### src/rtl/master_arb_w_pkg.sv
// Shared arbiter definitions for the write channel: FSM encodings, grant
// constants (also used by the request-side logic) and a small index helper.
package master_arb_w_pkg;

  typedef enum logic [0:0] {
    ARB_IDLE  = 1'b0,
    ARB_GRANT = 1'b1
  } arb_state_t;

  localparam logic [2:0] GRANT_NONE = 3'b000;
  localparam logic [2:0] GNT_M0     = 3'b001;
  localparam logic [2:0] GNT_M1     = 3'b010;
  localparam logic [2:0] GNT_M2     = 3'b100;

  localparam logic [1:0] GID_NONE   = 2'd3;

  // Pointer reset value: master 0 is searched first after reset.
  localparam logic [1:0] PTR_RESET  = 2'd2;

  // Next master index in the ring 0 -> 1 -> 2 -> 0.
  function automatic logic [1:0] next_idx(input logic [1:0] idx);
    return (idx >= 2'd2) ? 2'd0 : idx + 2'd1;
  endfunction

  // One-hot mask for a master index (index 3 yields no bit).
  function automatic logic [2:0] idx_mask(input logic [1:0] idx);
    return 3'b001 << idx;
  endfunction

endpackage

### src/rtl/master_arb_w_rr_pick3.sv
// Combinational 3-way winner selection. With rr_en set, the search starts just
// after ptr and wraps 2 -> 0; otherwise the lowest requesting index wins.
module rr_pick3
  import master_arb_w_pkg::*;
(
  input  logic [2:0] req,
  input  logic [1:0] ptr,
  input  logic       rr_en,
  output logic [2:0] gnt_oh,
  output logic [1:0] gnt_id
);

  logic [1:0] start_idx;
  logic [1:0] cand [3];
  logic       found;

  // Build the search order and keep the first requester in that order.
  always_comb begin
    start_idx = rr_en ? next_idx(ptr) : 2'd0;
    cand[0]   = start_idx;
    cand[1]   = next_idx(start_idx);
    cand[2]   = next_idx(cand[1]);
    gnt_id    = GID_NONE;
    found     = 1'b0;
    // Walk backwards so the earliest candidate overwrites later ones.
    for (int k = 2; k >= 0; k--) begin
      if (|(req & idx_mask(cand[k]))) begin
        gnt_id = cand[k];
        found  = 1'b1;
      end
    end
  end

  // Expand the winning index to the one-hot grant.
  for (genvar gi = 0; gi < 3; gi++) begin : g_oh
    assign gnt_oh[gi] = found && (gnt_id == 2'(gi));
  end

endmodule

### src/rtl/master_arb_w.sv
// Write-channel arbiter for the 3-master interconnect. Issues a one-hot grant
// from IDLE, holds it through the whole transaction and drops it on the
// transaction-done strobe. A watchdog flags over-long holds without revoking.
module master_arb_w
  import master_arb_w_pkg::*;
#(
  parameter int RR_EN        = 1,
  parameter int MAX_HOLD_CYC = 256
) (
  input  logic       sys_clk,
  input  logic       sys_rstn,
  input  logic       wr_req_0,
  input  logic       wr_req_1,
  input  logic       wr_req_2,
  input  logic       wr_state_refre,
  output logic [2:0] wr_grant,
  output logic [1:0] wr_grant_id,
  output logic       wr_busy,
  output logic       wr_timeout
);

  localparam int              CNT_W      = (MAX_HOLD_CYC > 0) ? $clog2(MAX_HOLD_CYC + 1) : 1;
  localparam logic [CNT_W-1:0] CNT_SAT    = '1;
  localparam logic [CNT_W-1:0] HOLD_LIMIT = CNT_W'(MAX_HOLD_CYC);
  localparam logic            WD_EN      = (MAX_HOLD_CYC > 0);
  localparam logic            RR_ON      = (RR_EN != 0);

  arb_state_t       state_reg, state_next;
  logic [2:0]       grant_reg, grant_next;
  logic [1:0]       gid_reg, gid_next;
  logic             busy_reg, busy_next;
  logic             timeout_reg, timeout_next;
  logic [1:0]       ptr_reg, ptr_next;
  logic [CNT_W-1:0] hold_reg, hold_next;
  logic [CNT_W-1:0] hold_inc;

  logic [2:0]       req_vec;
  logic [2:0]       pick_oh;
  logic [1:0]       pick_id;

  assign req_vec = {wr_req_2, wr_req_1, wr_req_0};

  rr_pick3 u_pick (
    .req    (req_vec),
    .ptr    (ptr_reg),
    .rr_en  (RR_ON),
    .gnt_oh (pick_oh),
    .gnt_id (pick_id)
  );

  // Saturating increment of the hold counter.
  assign hold_inc = (hold_reg == CNT_SAT) ? hold_reg : hold_reg + CNT_W'(1);

  // Next-state and next-output decode for the grant FSM.
  always_comb begin
    state_next   = state_reg;
    grant_next   = grant_reg;
    gid_next     = gid_reg;
    ptr_next     = ptr_reg;
    hold_next    = hold_reg;
    timeout_next = timeout_reg;
    case (state_reg)
      ARB_IDLE: begin
        // A done strobe seen here is stale and deliberately ignored.
        if (|req_vec) begin
          state_next   = ARB_GRANT;
          grant_next   = pick_oh;
          gid_next     = pick_id;
          hold_next    = '0;
          timeout_next = 1'b0;
          if (RR_ON) begin
            ptr_next = pick_id;
          end
        end
      end
      ARB_GRANT: begin
        // Release wins over any new request; arbitration resumes from IDLE.
        if (wr_state_refre) begin
          state_next   = ARB_IDLE;
          grant_next   = GRANT_NONE;
          gid_next     = GID_NONE;
          hold_next    = '0;
          timeout_next = 1'b0;
        end else begin
          hold_next = hold_inc;
          if (WD_EN && (hold_inc >= HOLD_LIMIT)) begin
            timeout_next = 1'b1;
          end
        end
      end
      default: begin
        state_next = ARB_IDLE;
        grant_next = GRANT_NONE;
        gid_next   = GID_NONE;
      end
    endcase
    busy_next = |grant_next;
  end

  // State and registered outputs; reset is asynchronous.
  always_ff @(posedge sys_clk or negedge sys_rstn) begin
    if (!sys_rstn) begin
      state_reg   <= ARB_IDLE;
      grant_reg   <= GRANT_NONE;
      gid_reg     <= GID_NONE;
      busy_reg    <= 1'b0;
      timeout_reg <= 1'b0;
      ptr_reg     <= PTR_RESET;
      hold_reg    <= '0;
    end else begin
      state_reg   <= state_next;
      grant_reg   <= grant_next;
      gid_reg     <= gid_next;
      busy_reg    <= busy_next;
      timeout_reg <= timeout_next;
      ptr_reg     <= ptr_next;
      hold_reg    <= hold_next;
    end
  end

  assign wr_grant    = grant_reg;
  assign wr_grant_id = gid_reg;
  assign wr_busy     = busy_reg;
  assign wr_timeout  = timeout_reg;

endmodule

### config.mk
export PLATFORM = sky130hd
export DESIGN_NAME = master_arb_w
export DESIGN_NICKNAME = d
export VERILOG_FILES = /design/src/rtl/master_arb_w_pkg.sv /design/src/rtl/master_arb_w_rr_pick3.sv /design/src/rtl/master_arb_w.sv
export SDC_FILE = /design/constraint.sdc
export NUM_CORES = 1
export LEC_CHECK = 0
export CORE_ASPECT_RATIO = 0.9
export CORE_UTILIZATION = 29
export DETAILED_ROUTE_END_ITERATION = 10
export PLACE_DENSITY = 0.57
export SETUP_SLACK_MARGIN = 0.3
export SLEW_MARGIN = 20
export SYNTH_ARGS = -nofsm -noshare
export SYNTH_HDL_FRONTEND = slang
export SYNTH_SLANG_ARGS = --single-unit
### constraint.sdc
create_clock -name sys_clk -period 3.39 [get_ports sys_clk]
set_input_delay 0.5085 -clock sys_clk [delete_from_list [all_inputs] [get_ports sys_clk]]
set_output_delay 0.5085 -clock sys_clk [all_outputs]
set_load 0.05 [all_outputs]
==> results.tsv, run 1 <==
metric	value	unit
status	finished, final reports clean	
post-route-min-period	2.10	ns
grt_max_degree	20	
ctsHtreeMaxLevel	1	
worstPathRequired	2.88	ns
synth.top_cells.by_count	16 x sky130_fd_sc_hd__dfrtp_1, 12 x sky130_fd_sc_hd__o21ai_0, 6 x sky130_fd_sc_hd__a21oi_1	
timing_hold_violations_final	0	
core_region_area	3380	sq um
cts_tree	yes	
die_w	64.6	um
register_area	479	sq um
crit_end_category	output pin	
regToRegStartpoint	hold_reg[0]	
cts.hold.buffers_added	0	
routabilityCongestion	0.806	
postRouteAntennaNets	0	
nFillCells	336	
synth.top_cells.by_area	sky130_fd_sc_hd__dfrtp_1 39%, sky130_fd_sc_hd__dfstp_2 7.7%, sky130_fd_sc_hd__o21ai_0 5.9%	
top_usage_layer	met1	
initial_core_util	30.3	%
critPathSlowestCell	sky130_fd_sc_hd__clkdlybuf4s50_1	
worst_path_dominant_cell_family	buffers and inverters	
largest_register_ffs	9	
area.growth.synth_to_final	19.1	%
yosys_reg_bits	19	
synth.mux.area_fraction	2.08	%
synth-seq-area-share	46.9	%
grt_util_met3	2.52	%
clock_skew	0.00307	ns
ys_dominant_reg_cell	sky130_fd_sc_hd__dfrtp_1	
antenna_found_initial	0	
rsz_0062_raised_after_global_routing	false	
clk_pin_slew_worst_paths	0.07	ns
nets	120	
netlist_area	1020	sq um
worstMarginPinSlew	0.863	ns
hold-path-endpoint	wr_grant_id[0]	
postCtsSetupBuffers	0	
antennaDiodeCount	0	
synth_area_per_cell	10.1	sq um
timing.critical_path.fanout_max	2	
synth.top_cell.area_share	39.2	%
fin_hold_ws	0.506	ns
met1_usage	18.9	%
placement_rows	20	
max-clock-path-buffers	2	
synth-adder-area-share	1.22	%
clk_root_buffer_cell	sky130_fd_sc_hd__clkbuf_8	
worst_ep_arrival_time	1.59	ns
vias_in_the_first_global_route	794	
design.portCount	13	
routed_wire_per_std_cell	14.2	um
timing.fmax	0.477	GHz
timing.slew.headroom	42.3	%
worstSkewPairLatency	0.26	ns
globalRouteMet2Util	17.4	%
clkSinkCount	19	
critical_path.cell_chain	clkdlybuf4s50_1	
synth_simple_gate_area_share	19.2	%
vias	843	
vdd_drop_max	0.312	mV
synth-compound-area-share	26.2	%
iter_0_drt_violations	25	
path_class	register to output pin	
cts.repair.resized	0	
pwr_density_cell	696	nW/um^2
setup_tns	0	ns
dieArea	3770	sq um
crit_path_start_kind	register	
holdCritPathClass	register to register	
area_used_by_multi_input_combinational_logic	498	sq um
worstHoldStart	wr_grant_id[0]	
yosys_warnings	0	
cp_bufs_invs	1	
grt_util_all_layers	13.3	%
power.static_leakage	0.464	nW
post-route-drc-count	0	
port_buffers	12	
cts_buffers	3	
synth_async_sr_flop_share	100	%
slew_viol_final	0	
floorplan.die.height	58.3	um
dp_hpwl	1610	um
min_period_over_period	61.9	%
cp_slowest_stage_delay	0.79	ns
cap_violations	0	
reg2regPathDepth	4	
timing.reg2reg.setup_slack	1.77	ns
synthMostInstantiatedCell	sky130_fd_sc_hd__dfrtp_1	
route.final.wire_length	2220	um
hold_depth	1	
final-setup-viol-count	0	
share_of_post_route_cells_with_drive_strength_above_1	15.2	%
reg2reg_to	hold_reg[5]	
synth_top_family_by_area	compound AO/OA/AOI/OAI gates	
ys_types	43	
synth_area_leader_cell	sky130_fd_sc_hd__dfrtp_1	
synthesis.nets	108	
grt_pass1_wl	3710	um
global_route.overflow_total	0	
crit_path_start	wr_grant_id[1]	
syn-instance-count	101	
synth_xor_area_share	0	%
detail_route.vias_per_cell	5.40	
synth_edf_count	0	
firstDrtPassIters	6	
## power breakdown
| group | leakage, nW | switching (mW) | internal, mW |
|---|---|---|---|
| logic | 0.193 | 0.215 | 0.125 |
| registers | 0.245 | 0.0547 | 0.292 |
| clock network | 0.0255 | 0.0792 | 0.0819 |
| total | 0.464 | 0.349 | 0.499 |
## through the flow
stage	util (%)	total power, mW	instances	instance area [sq um]	setup WS (ns)
final	36.0	0.848	156	1220	1.29
after global routing	36.0	0.897	156	1220	1.26
after CTS	36.0	0.855	156	1220	1.28
after detailed placement	34.7	0.691	152	1170	1.16
after global placement	34.7	0.691	152	1170	1.18
after floorplan	-	0.581	101	1020	1.78
## cell type report
class | instances | area share, %
Multi-Input combinational cell | 73 | 40.9
Sequential cell | 19 | 39.4
Timing Repair Buffer | 13 | 10.5
Tap cell | 44 | 4.52
Clock buffer | 3 | 3.39
Inverter | 3 | 0.925
Clock inverter | 1 | 0.411
## metal layers
layer | up-vias | part of all wire [%]
met4 | 0 | 2.5
met5 | - | 0
met1 | 418 | 52
met2 | 13 | 43
met3 | 4 | 2.7
li1 | 408 | -
## cells in the final DEF (no fill, tap or decap), drive strengths merged, types with 2 or more instances in the layout
cell	instances
a211oi	2
a21oi	6
a31oi	2
a41oi	2
and3	2
and4	2
clkbuf	3
clkdlybuf4s50	12
dfrtp	16
dfstp	3
inv	3
nand2	5
nand2b	2
nand3	2
nand4	2
nor2	5
nor2b	3
nor3	3
nor4	2
o211ai	2
o21ai	12
o31ai	2
## cells by family after synthesis
logic type | after synthesis
and+or+nand+nor | 31
adders and majority gates | 1
DFF | 19
buffers and inverters | 9
AOI/OAI and AO/OA | 39
muxes | 2
## worst max path at each step
stage / to / slack, ns / cells after the start
3_3_place_gp: hold_reg[2] / 1.18 / 4
2_1_floorplan: hold_reg[2] / 1.78 / 4
5_1_grt: wr_grant_id[0] / 1.26 / 1
4_1_cts: wr_grant_id[1] / 1.28 / 1
3_5_place_dp: hold_reg[3] / 1.16 / 4
6_report: wr_grant_id[1] / 1.29 / 1
Note: power is estimated with default switching activity, not from simulation.
==> run 2: changes to the inputs <==
==> constraint.sdc (replaced) <==
create_clock -name sys_clk -period 2.15 [get_ports sys_clk]
set_input_delay 0.3225 -clock sys_clk [delete_from_list [all_inputs] [get_ports sys_clk]]
set_output_delay 0.3225 -clock sys_clk [all_outputs]
set_load 0.05 [all_outputs]
==> run 2 against run 1 <==
Sequential share of layout area shrank 1.1 points. Final area rose by 2.8%. Hold slack worse by 0.13 ns. Critical path depth stayed put. Die area did not move. Sequential power rose by 58%. Clock-buffer cell count is 1 higher. First-iteration DRC count increased by 76%. Largest power group unchanged.
==> results.tsv, run 2 (same netlist as run 1, synthesis figures left out) <==
metric	value	unit
status	finished, final reports clean	
post-route-drc-count	0	
final_cell_area	1250	sq um
routabilityCongestion	0.796	
timing.reg2reg.setup_slack	0.48	ns
setup_tns	0	ns
largest_register_ffs	9	
cell_internal_power	787	uW
clock_skew	0.0144	ns
timing.slew.headroom	62.1	%
dpl_worst_slack	0.226	ns
p_clk_share	18.7	%
dieArea	3770	sq um
final.setup.worst_slack	0.384	ns
timing_hold_violations_final	0	
final-setup-viol-count	0	
floorplan.die.height	58.3	um
critical_path.cell_chain	clkdlybuf4s50_1	
antennaDiodeCount	0	
worst_ep_arrival_time	1.44	ns
cts_tree	yes	
global_route.overflow_total	0	
vias_in_the_first_global_route	783	
grt_util_all_layers	13.1	%
iter_0_drt_violations	44	
holdCritPathClass	primary input to async pin	
route.final.wire_length	2210	um
cp_bufs_invs	1	
postCtsSetupBuffers	0	
core_region_area	3380	sq um
placement_rows	20	
power.combinational.fraction	40.5	%
critPathSlowestCell	sky130_fd_sc_hd__clkdlybuf4s50_1	
regToRegStartpoint	hold_reg[0]	
reg2reg_to	hold_reg[5]	
vias	856	
ctsHtreeMaxLevel	1	
port_buffers	12	
cts_buffers	3	
clk_root_buffer_cell	sky130_fd_sc_hd__clkbuf_8	
max-clock-path-buffers	2	
worstSkewPairLatency	0.26	ns
slew_viol_final	0	
share_of_post_route_cells_with_drive_strength_above_1	17.9	%
vdd_drop_max	0.365	mV
path_class	register to output pin	
grt_max_degree	20	
rsz_0062_raised_after_global_routing	false	
detail_route.vias_per_cell	5.32	
area.growth.synth_to_final	22.4	%
pwr_density_cell	1070	nW/um^2
firstDrtPassIters	8	
power_switching	554	uW
p_total	1.34	mW
crit_end_category	output pin	
nFillCells	343	
swShare	41.3	%
cp_slowest_stage_delay	0.81	ns
design.portCount	13	
post-route-min-period	1.77	ns
die_w	64.6	um
mostFrequentLayoutCell	sky130_fd_sc_hd__dfrtp_1	
reg2regPathDepth	4	
pwr-share-seq	40.8	%
grt_pass1_wl	3710	um
final_core_utilization	37.0	%
timing.critical_path.fanout_max	3	
antenna_found_initial	0	
dp_hpwl	1670	um
crit_path_start_kind	register	
cts.hold.buffers_added	0	
routed_wire_per_std_cell	13.7	um
timing.fmax	0.566	GHz
power.static_leakage	0.486	nW
worstMarginPinSlew	0.567	ns
most_frequent_cells_in_the_layout	16 x sky130_fd_sc_hd__dfrtp_1, 12 x sky130_fd_sc_hd__o21ai_0, 10 x sky130_fd_sc_hd__clkdlybuf4s50_1, 6 x sky130_fd_sc_hd__a21oi_1, 6 x sky130_fd_sc_hd__buf_4	
initial_core_util	30.3	%
cts.repair.resized	2	
postRouteAntennaNets	0	
min_period_over_period	82.1	%
detailed_place.area	1210	sq um
worstPathRequired	1.83	ns
cap_violations	0	
clkSinkCount	19	
clk_pin_slew_worst_paths	0.08	ns
nets	125	
worst_path_dominant_cell_family	buffers and inverters	
==> run 2: worst max path at each step <==
stage / from / to / slack, ns / cells past startpoint
2_1_floorplan: hold_reg[0] / hold_reg[0] / 0.57 / 5
3_3_place_gp: wr_req_1 / hold_reg[2] / 0.30 / 4
3_5_place_dp: wr_req_1 / hold_reg[2] / 0.23 / 4
4_1_cts: wr_grant[2] / wr_grant[2] / 0.38 / 1
5_1_grt: hold_reg[0] / hold_reg[5] / 0.33 / 4
6_report: wr_grant[2] / wr_grant[2] / 0.38 / 1
==> run 2: stage by stage <==
step / std cells / hold WS [ns]
6_report: 161 / 0.380
5_1_grt: 161 / 0.418
3_5_place_dp: 157 / 0.506
4_1_cts: 161 / 0.398
2_1_floorplan: 101 / 0.0269
3_3_place_gp: 157 / 0.507
==> run 2: area by class of cell <==
type                       count  area, sq um  share of cell area [%]
clock buffer                   4         45.0                    3.60
inverter                       3         11.3                   0.900
multi-input combinational     73          498                    39.8
sequential                    19          479                    38.3
tap                           44         55.1                    4.40
timing repair buffer          18          163                    13.0
==> run 2: power by group through the flow <==
stage / sequential [mW] / clock, mW / combinational [mW]
2_1_floorplan: 0.700 / 0 / 0.216
3_3_place_gp: 0.549 / 0 / 0.558
3_5_place_dp: 0.552 / 0 / 0.557
4_1_cts: 0.546 / 0.257 / 0.546
5_1_grt: 0.561 / 0.272 / 0.584
6_report: 0.547 / 0.251 / 0.543
==> run 2: per-layer routing <==
layer	part of all wire, %	wire length [um]	track usage, %
met2	45	993	18.9
met4	1.6	36	5.40
met3	2.7	60	3.68
met5	0	0	0
met1	51	1120	18.3
